### src/rtl/ir_fetch_unit.sv
// ----------------------------------------------------------------------------
// ir_fetch_unit
// Instruction fetch and sequencing stage in front of the microinstruction
// decoder. It holds the program counter, reads 24-bit words from synchronous
// program memory, presents them on IR and resolves group-0 flow control
// (JMP, JZE, JNE, JCY, BSR, RET) using a hardware return stack.
//
// Sequence per instruction: FETCH -> WAIT -> LOAD -> EXEC x EXEC_CYCLES.
//
// Ports:
//   clk         in   1   system clock, rising edge
//   reset_n     in   1   asynchronous active-low reset
//   pm_addr     out  12  program memory read address
//   pm_rd       out  1   read strobe; pm_data valid on the edge after it
//   pm_data     in   24  instruction word from program memory
//   zero_flag   in   1   Z flag, sampled in LOAD
//   carry_flag  in   1   CY flag, sampled in LOAD
//   stall       in   1   holds the unit in FETCH while high
//   IR          out  24  current instruction to the decoder
//   ir_valid    out  1   one-cycle pulse when IR is loaded
//   pc          out  12  address the current IR was fetched from
//   stack_ovf   out  1   sticky, BSR issued with a full stack
//   stack_unf   out  1   sticky, RET issued with an empty stack
// ----------------------------------------------------------------------------
module ir_fetch_unit #(
    parameter logic [11:0] RESET_PC    = 12'h000,
    parameter int          EXEC_CYCLES = 2,
    parameter int          STACK_DEPTH = 8
) (
    input  logic        clk,
    input  logic        reset_n,
    output logic [11:0] pm_addr,
    output logic        pm_rd,
    input  logic [23:0] pm_data,
    input  logic        zero_flag,
    input  logic        carry_flag,
    input  logic        stall,
    output logic [23:0] IR,
    output logic        ir_valid,
    output logic [11:0] pc,
    output logic        stack_ovf,
    output logic        stack_unf
);

    localparam int AW  = $clog2(STACK_DEPTH);
    localparam int SPW = AW + 1;
    localparam int CW  = (EXEC_CYCLES > 1) ? $clog2(EXEC_CYCLES) : 1;

    localparam logic [CW-1:0]  EXEC_LAST = CW'(EXEC_CYCLES - 1);
    localparam logic [SPW-1:0] SP_FULL   = SPW'(STACK_DEPTH);
    localparam logic [23:0]    NOP_WORD  = 24'h080000;

    typedef enum logic [1:0] {
        S_FETCH = 2'd0,
        S_WAIT  = 2'd1,
        S_LOAD  = 2'd2,
        S_EXEC  = 2'd3
    } state_t;

    state_t          r_state;
    logic [11:0]     r_fetch_pc;   // address of the instruction being fetched / executed
    logic [11:0]     r_next_pc;    // resolved successor, applied at the end of EXEC
    logic [CW-1:0]   r_exec_cnt;
    logic [SPW-1:0]  r_sp;         // counts 0..STACK_DEPTH
    logic [11:0]     r_stack [STACK_DEPTH];

    logic [11:0]     w_seq_pc;
    logic [11:0]     w_target;
    logic [7:0]      w_index;
    logic            w_is_flow;
    logic            w_empty;
    logic            w_full;
    logic [AW-1:0]   w_top_idx;
    logic [11:0]     w_next_pc;
    logic            w_push;
    logic            w_pop;
    logic            w_set_ovf;
    logic            w_set_unf;

    // Next-PC and return-stack decision for the word arriving in LOAD
    always_comb begin
        w_seq_pc  = r_fetch_pc + 12'd1;
        w_target  = pm_data[11:0];
        w_index   = pm_data[19:12];
        w_is_flow = (pm_data[23:19] == 5'b10000);
        w_empty   = (r_sp == {SPW{1'b0}});
        w_full    = (r_sp == SP_FULL);
        // Wraps correctly at full (pointer low bits are zero there)
        w_top_idx = r_sp[AW-1:0] - AW'(1);
        w_next_pc = w_seq_pc;
        w_push    = 1'b0;
        w_pop     = 1'b0;
        w_set_ovf = 1'b0;
        w_set_unf = 1'b0;
        if (w_is_flow) begin
            case (w_index)
                8'd0: w_next_pc = w_target;
                8'd1: w_next_pc = zero_flag  ? w_target : w_seq_pc;
                8'd2: w_next_pc = !zero_flag ? w_target : w_seq_pc;
                8'd3: w_next_pc = carry_flag ? w_target : w_seq_pc;
                8'd4: begin
                    if (!w_empty) begin
                        w_pop     = 1'b1;
                        w_next_pc = r_stack[w_top_idx];
                    end else begin
                        w_set_unf = 1'b1;
                        w_next_pc = w_seq_pc;
                    end
                end
                8'd5: begin
                    w_next_pc = w_target;
                    if (!w_full) begin
                        w_push = 1'b1;
                    end else begin
                        w_set_ovf = 1'b1;
                    end
                end
                default: w_next_pc = w_seq_pc;
            endcase
        end else begin
            w_next_pc = w_seq_pc;
        end
    end

    // Fetch sequencer, registered outputs and return stack
    always_ff @(posedge clk or negedge reset_n) begin
        if (!reset_n) begin
            r_state    <= S_FETCH;
            r_fetch_pc <= RESET_PC;
            r_next_pc  <= RESET_PC;
            r_exec_cnt <= {CW{1'b0}};
            r_sp       <= {SPW{1'b0}};
            for (int i = 0; i < STACK_DEPTH; i++) begin
                r_stack[i] <= 12'h000;
            end
            pm_addr    <= RESET_PC;
            pm_rd      <= 1'b0;
            IR         <= NOP_WORD;
            ir_valid   <= 1'b0;
            pc         <= RESET_PC;
            stack_ovf  <= 1'b0;
            stack_unf  <= 1'b0;
        end else begin
            case (r_state)
                S_FETCH: begin
                    if (stall) begin
                        pm_rd <= 1'b0;
                    end else begin
                        pm_addr <= r_fetch_pc;
                        pm_rd   <= 1'b1;
                        r_state <= S_WAIT;
                    end
                end
                S_WAIT: begin
                    pm_rd   <= 1'b0;
                    r_state <= S_LOAD;
                end
                S_LOAD: begin
                    IR         <= pm_data;
                    ir_valid   <= 1'b1;
                    // pc tracks the IR, so it moves with the load, not the fetch
                    pc         <= r_fetch_pc;
                    r_next_pc  <= w_next_pc;
                    r_exec_cnt <= {CW{1'b0}};
                    if (w_push) begin
                        r_stack[r_sp[AW-1:0]] <= w_seq_pc;
                        r_sp <= r_sp + SPW'(1);
                    end else if (w_pop) begin
                        r_sp <= r_sp - SPW'(1);
                    end
                    stack_ovf  <= stack_ovf | w_set_ovf;
                    stack_unf  <= stack_unf | w_set_unf;
                    r_state    <= S_EXEC;
                end
                S_EXEC: begin
                    ir_valid <= 1'b0;
                    if (r_exec_cnt == EXEC_LAST) begin
                        r_fetch_pc <= r_next_pc;
                        r_state    <= S_FETCH;
                    end else begin
                        r_exec_cnt <= r_exec_cnt + CW'(1);
                    end
                end
                default: begin
                    pm_rd    <= 1'b0;
                    ir_valid <= 1'b0;
                    r_state  <= S_FETCH;
                end
            endcase
        end
    end

endmodule

### config.mk
export PLATFORM = sky130hd
export DESIGN_NAME = ir_fetch_unit
export DESIGN_NICKNAME = d
export VERILOG_FILES = /design/src/rtl/ir_fetch_unit.sv
export SDC_FILE = /design/constraint.sdc
export NUM_CORES = 1
export LEC_CHECK = 0
export CORE_MARGIN = 8
export CORE_UTILIZATION = 60
export DETAILED_ROUTE_END_ITERATION = 16
export PLACE_DENSITY = 0.83
export SYNTH_ARGS = -nofsm -noshare
export SYNTH_HDL_FRONTEND = slang
export SYNTH_SLANG_ARGS = --single-unit
### constraint.sdc
create_clock -name clk -period 5.56 [get_ports clk]
set_input_delay 0.556 -clock clk [delete_from_list [all_inputs] [get_ports clk]]
set_output_delay 0.556 -clock clk [all_outputs]
set_load 0.05 [all_outputs]
==> impl_results.md, run 1 <==
- Largest family of logic cells by synthesized area: multiplexers
- Pleak: 0.00406 uW
- Fin crit period: 3.57 ns
- Vias in the first global route: 6252
- Vias: 6139
- Synth Area in Adders: 1.46%
- Clk slew on worst S/H paths: 0.07 ns
- Synthesized area: 8210 sq um
- CP max stage delay: 0.96 ns
- Die H: 133 um
- Clock Latency Late Sink: 0.43 ns
- Routed Antenna Nets: 0
- Worst path slowest cell: ha_1
- CTS root buffer: clkbuf_16
- Mapped Avg Cell Area: 11.2 sq um
- CTS Buffer Depth: 2
- Req. time, crit path: 5.83 ns
- # DRC: 0
- # rows: 42
- Core area: 13300 sq um
- Share of cells above drive strength 1: 16.9%
- Global-route usage over all layers: 23.4%
- First-pass GRT wire length: 32800 um
- Final worst-path cycle share: 64.2%
- Simple-gate share of the synthesized area: 11.8%
- Hold Buf Count CTS: 0
- # diodes: 0
- Final nets: 834
- Pwr Total: 5030 uW
- Pwr/cell area: 518 nW/um^2
- Max Slew Vio Count: 0
- Max_cap viols: 0
- Critical path, cell by cell: buf_4 > inv_1 > ha_1 > mux4_2 > nand2_1 > a21oi_1 > a2111oi_1 > a21o_1 > a221oi_1
- Initial drt markers: 682
- Top cell family by delay on the critical path: adder cells
- Top_reg_cell synth: dfrtp_1
- Peak VDD IR: 0.225 mV
- Seq/Total Area, Yosys: 54.6%
- #FFs+latches synth: 179
- Initial DRT Pass Iterations: 5
- # clock sinks: 179
- Initial Util: 61.8%
- Die area: 17700 sq um
- Antenna violations before repair: 0
- CTS tree: yes
- RSZ-0062 raised after global routing: no
- Max Fclk: 0.280 GHz
- CTS buffer count: 17
- Mux share of post-synthesis cell area: 15.5%
- Post-placement cell count: 953
- Top Ports: 81
- Port bufs: 80
- Xor/xnor cell area share of the yosys netlist: 1.94%
- Critical Path Source Type: flip-flop
- Sum Neg Setup Slack: 0 ns
- Status: finished, final reports clean
- Endpoint class of the critical path: flip-flop
- Setup Crit Path Kind: flip-flop to flip-flop
- H-tree depth: 4
- Crit-path max FO: 29
- HPWL after DPL: 13500 um
- Synth-to-Final Area Change: 18.3%
- EDFF count, synth: 0
- Arrival time at the worst endpoint: 3.84 ns
- Vias per inst: 6.23
- GR Overflow Total: 0
- Final setup skew: 0.00619 ns
- Final setup vio count: 0
- Setup bufs post-CTS: 0
- DRT Wirelength: 20100 um
- Post-Layout Cell Count: 985
- WL per Instance: 20.4 um
- Post-synth ARST share: 100%
- Worst-margin pin slew: 1.11 ns
- Post-Syn Instances: 735
- Pin count of the biggest net entering global routing: 129
- Distinct cells, synth: 57
- GPL Wtd Cong: 0.860
- Final Hold Vio Count: 0
- Worst rel slew slack: 25.7%
- Syn Nets: 773
- Die X: 133 um
- Post-layout util: 73.0%
- Worst min path class: input port to asynchronous set/reset pin
- Synth Area in Compound Gates: 12.0%
- Post-cts gate resize count: 0
- Synth Warn #: 0
- Buf+Inv Stages, Crit Path: 2
## cell usage in the layout, fill, tap and decap left out, types with 14 or more instances in the layout
master,instances
nand2_1,133
dfrtp_1,178
mux4_2,19
nor2_1,27
o21ai_0,97
clkdlybuf4s50_1,79
a21oi_1,19
nand3_1,14
mux2_2,70
clkbuf_16,17
## final timing paths
kind	start	end	slack, ns	cells past startpoint
max	r_sp[0]$_DFFE_PN0P_	r_next_pc[3]$_DFFE_PN0P_	1.99	9
min	reset_n	pm_addr[0]$_DFFE_PN0P_	0.32	1
max reg2reg	r_sp[0]$_DFFE_PN0P_	r_next_pc[3]$_DFFE_PN0P_	1.99	9
min reg2reg	stack_unf$_DFFE_PN0P_	stack_unf$_DFFE_PN0P_	0.46	1
max in group asynchronous	reset_n	r_stack[51]$_DFFE_PN0P_	3.97	2
min in group clk	stack_unf$_DFFE_PN0P_	stack_unf$_DFFE_PN0P_	0.46	1
## synthesized netlist by cell type, drive strengths merged (4+ instances only)
| master | count | share of area (%) |
|---|---|---|
| nand4 | 5 | 0.46 |
| nor2 | 27 | 1.2 |
| nor3 | 9 | 0.67 |
| nand3 | 14 | 0.85 |
| a2111oi | 4 | 0.44 |
| dfrtp | 178 | 54 |
| o21ai | 101 | 6.2 |
| a21o | 10 | 0.91 |
| xor2 | 5 | 0.76 |
| buf | 19 | 1.1 |
| inv | 11 | 0.50 |
| a211oi | 7 | 0.64 |
| nand2 | 133 | 6.1 |
| o22ai | 7 | 0.53 |
| a31oi | 5 | 0.38 |
| mux2i | 6 | 0.73 |
| ha | 8 | 1.2 |
| nor2b | 5 | 0.38 |
| xnor2 | 11 | 1.2 |
| mux4 | 19 | 5.2 |
| nor4 | 4 | 0.56 |
| a21oi | 19 | 1.2 |
| clkbuf | 24 | 1.1 |
| mux2 | 70 | 9.6 |
## power breakdown
part	switching, uW	internal (uW)	total [uW]	leakage, uW
clock network	515	727	1240	0.000296
logic	1250	711	1960	0.00146
registers	238	1590	1830	0.00230
## layout make-up
type | instances | area [sq um]
flip-flops and latches | 179 | 4480
inverters | 11 | 41.3
fillers | 845 | 3590
repair buffers | 85 | 840
clock buffers | 19 | 443
multi-input cells | 502 | 3510
well taps | 176 | 220
clock inverters | 13 | 174
## cell families (layout without fill, tap and decap cells)
logic type	after synthesis	in the layout
xor+xnor	16	16
buf+inv	54	128
compound gates	169	169
flops	179	179
simple gates	213	213
fa+ha+maj	9	9
mux	95	95
## routing by layer
layer	GRT usage, %	vias up	routed length (um)
met5	0	-	0
met4	11.1	0	688
met3	5.83	62	1530
met2	37.8	264	9730
met1	29.0	3077	8170
li1	-	2736	-
## through the flow
step                      hold slack (ns)  worst slack [ns]  cell area (sq um)
after floorplan                     0.260              2.70               8210
final                               0.321              1.99               9710
after global placement              0.451              2.08               9090
after detailed placement            0.452              2.04               9090
after CTS                           0.371              2.00               9710
after global routing                0.412              1.80               9710
## registers in the layout (all words and copies together), names as in the netlist
register and flops:
r_stack 96, IR 24, pc 12, pm_addr 12
r_fetch_pc 12, r_next_pc 12, r_sp 4, r_state 2
ir_valid 1, pm_rd 1, r_exec_cnt 1, stack_ovf 1
stack_unf 1
Note: power is estimated with default switching activity, not from simulation.
==> inputs of run 2 (changes only) <==
CORE_UTILIZATION = 52   (was 60)
PLACE_DENSITY = 0.77   (was 0.83)
clock period = 3 ns   (was 5.56 ns; I/O delays follow)
==> run 2 against run 1 <==
Wire length is 2.9% higher. Sequential power is 84% higher. Die area up 13%. Critical endpoint is now r_sp[3]$_DFFE_PN0P_. Total power increased by 90%. Count of clock-buffer cells in the layout fell by 2. Combinational power rose by 92%. Via count up 0.99%. Hold slack better by 0.12 ns. Highest routed layer unchanged. Global-route usage decreased by 2.1 points.
==> impl_results.md, run 2 (synthesis gave the netlist of run 1 again) <==
- Largest regs: r_stack (96), IR (24)
- Pleak: 0.00422 uW
- CTS root buffer: clkbuf_16
- Final setup skew: 0.00799 ns
- CTS Buffer Depth: 2
- Synth-to-Final Area Change: 22.3%
- Port bufs: 80
- Routed Antenna Nets: 0
- # diodes: 0
- Global-route usage over all layers: 21.3%
- DRT Wirelength: 20700 um
- Net switching power figure: 3720 uW
- Clock Power Share: 25.4%
- Max Slew Vio Count: 0
- CTS tree: yes
- Final setup vio count: 0
- Status: finished, final reports clean
- Share of cells above drive strength 1: 20.0%
- Global routing met2 resource utilization: 35.5%
- Req. time, crit path: 3.35 ns
- Antenna violations before repair: 0
- Grt met1 use: 26.2%
- Die H: 142 um
- H-tree depth: 4
- Max reg flops: 96
- Arrival time at the worst endpoint: 3.15 ns
- Combinational power share: 39.4%
- Critical Path Source Type: flip-flop
- First-pass GRT wire length: 33500 um
- Crit-path max FO: 7
- Vias in the first global route: 6375
- Initial DRT Pass Iterations: 5
- Initial Util: 52.4%
- Die X: 142 um
- Setup Crit Path Kind: flip-flop to flip-flop
- R2R depth: 12
- RSZ-0062 raised after global routing: no
- # DRC: 0
- # clock sinks: 179
- Fill cells: 1187
- Worst min path class: input port to asynchronous set/reset pin
- Vias per inst: 5.87
- Commonest non-fill, non-tap cell in the layout: dfrtp_1
- Pwr/cell area: 952 nW/um^2
- Flop pwr share: 35.2%
- Switching Share: 38.9%
- Clk slew on worst S/H paths: 0.07 ns
- Clock Latency Late Sink: 0.43 ns
- HPWL after DPL: 14400 um
- Sum Neg Setup Slack: 0 ns
- Fin crit period: 2.79 ns
- Final worst-path cycle share: 93.2%
- Fin worst setup slack: 0.205 ns
- WL per Instance: 19.6 um
- Initial drt markers: 627
- Worst-margin pin slew: 0.867 ns
- Peak VDD IR: 0.736 mV
- GR Overflow Total: 0
- Pin count of the biggest net entering global routing: 67
- Post-placement cell count: 1023
- Post-layout util: 64.2%
- Max Fclk: 0.358 GHz
- Final Hold Vio Count: 0
- GR peak layer: met2
- Die area: 20100 sq um
- Grt met3 use: 5.07%
- Most frequent cells in the layout: dfrtp_1 (178), nand2_1 (133), o21ai_0 (97)
- Setup bufs post-CTS: 0
- GPL Wtd Cong: 0.857
- Cell-internal power: 5850 uW
- Final nets: 865
- Pre-CTS setup slack: 0.160 ns
- CTS buffer count: 17
- Endpoint class of the critical path: flip-flop
- Core area: 15700 sq um
- Vias: 6200
- # rows: 46
- Post-Layout Cell Count: 1056
- Top reg by flops: r_stack
- Max_cap viols: 0
- Worst rel slew slack: 41.8%
- Top Ports: 81
## run 2: cell count changes in the layout (fill, tap and decap cells not counted)
cell and delta:
buf_4 +29, clkinv_4 -2, clkinvlp_4 +3, buf_12 +1
dlygate4sd3_1 +1, clkbuf_8 -1, inv_8 -1, clkbuf_1 -1
bufinv_16 +2
## run 2: layout make-up
type	instances	area (sq um)	area share, %
flip-flops and latches	179	4480	44.6
inverters	11	41.3	0.411
repair buffers	116	1090	10.8
well taps	216	270	2.69
clock inverters	15	228	2.27
multi-input cells	502	3510	35.0
clock buffers	17	425	4.24
## run 2: repair_timing
item                      CTS  global route
hold buffers                1             0
resized for setup           0             0
hold endpoints to repair   62             0
## run 2: power by group through the flow
stage               combinational, uW  clock (uW)  sequential, uW
finish                           3770        2430            3360
floorplan                        1310           0            4450
detailed placement               3760           0            3400
global route                     3980        2570            3430
CTS                              3780        2460            3360
global placement                 3680           0            3350
## run 2: through the flow
step	instance area [sq um]	hold slack, ns	power (uW)
after floorplan	8210	0.00441	5760
after global placement	9380	0.328	7030
after detailed placement	9380	0.331	7160
after CTS	10000	0.471	9600
after global routing	10000	0.485	9970
final	10000	0.443	9560
## run 2: routing by layer
layer  part of all wire (%)  wire (um)
met2                     49      10200
met3                    7.1       1470
met5                      0          0
met1                     41       8410
met4                    2.9        607
## run 2: worst paths after layout
| path | to | slack [ns] | startpoint |
|---|---|---|---|
| setup / recovery | r_sp[3]$_DFFE_PN0P_ | 0.21 | r_sp[1]$_DFFE_PN0P_ |
| hold / removal | r_stack[93]$_DFFE_PN0P_ | 0.44 | reset_n |
| max in group asynchronous | pc[1]$_DFFE_PN0P_ | 1.80 | reset_n |
| setup reg to reg | r_sp[3]$_DFFE_PN0P_ | 0.21 | r_sp[1]$_DFFE_PN0P_ |
| hold reg to reg | stack_unf$_DFFE_PN0P_ | 0.47 | stack_unf$_DFFE_PN0P_ |
| min in group clk | stack_unf$_DFFE_PN0P_ | 0.47 | stack_unf$_DFFE_PN0P_ |
## run 2: worst max-delay path, stage by stage (launching register included)
cell and delay (ns):
dfrtp_1 0.48, inv_1 0.11, ha_1 0.31, nand3b_1 0.18
nand4_2 0.11, inv_1 0.08, nand3_1 0.15, ha_1 0.32
a21o_1 0.18, a21oi_1 0.18, mux2_2 0.35, nor2_1 0.12
xor2_1 0.15
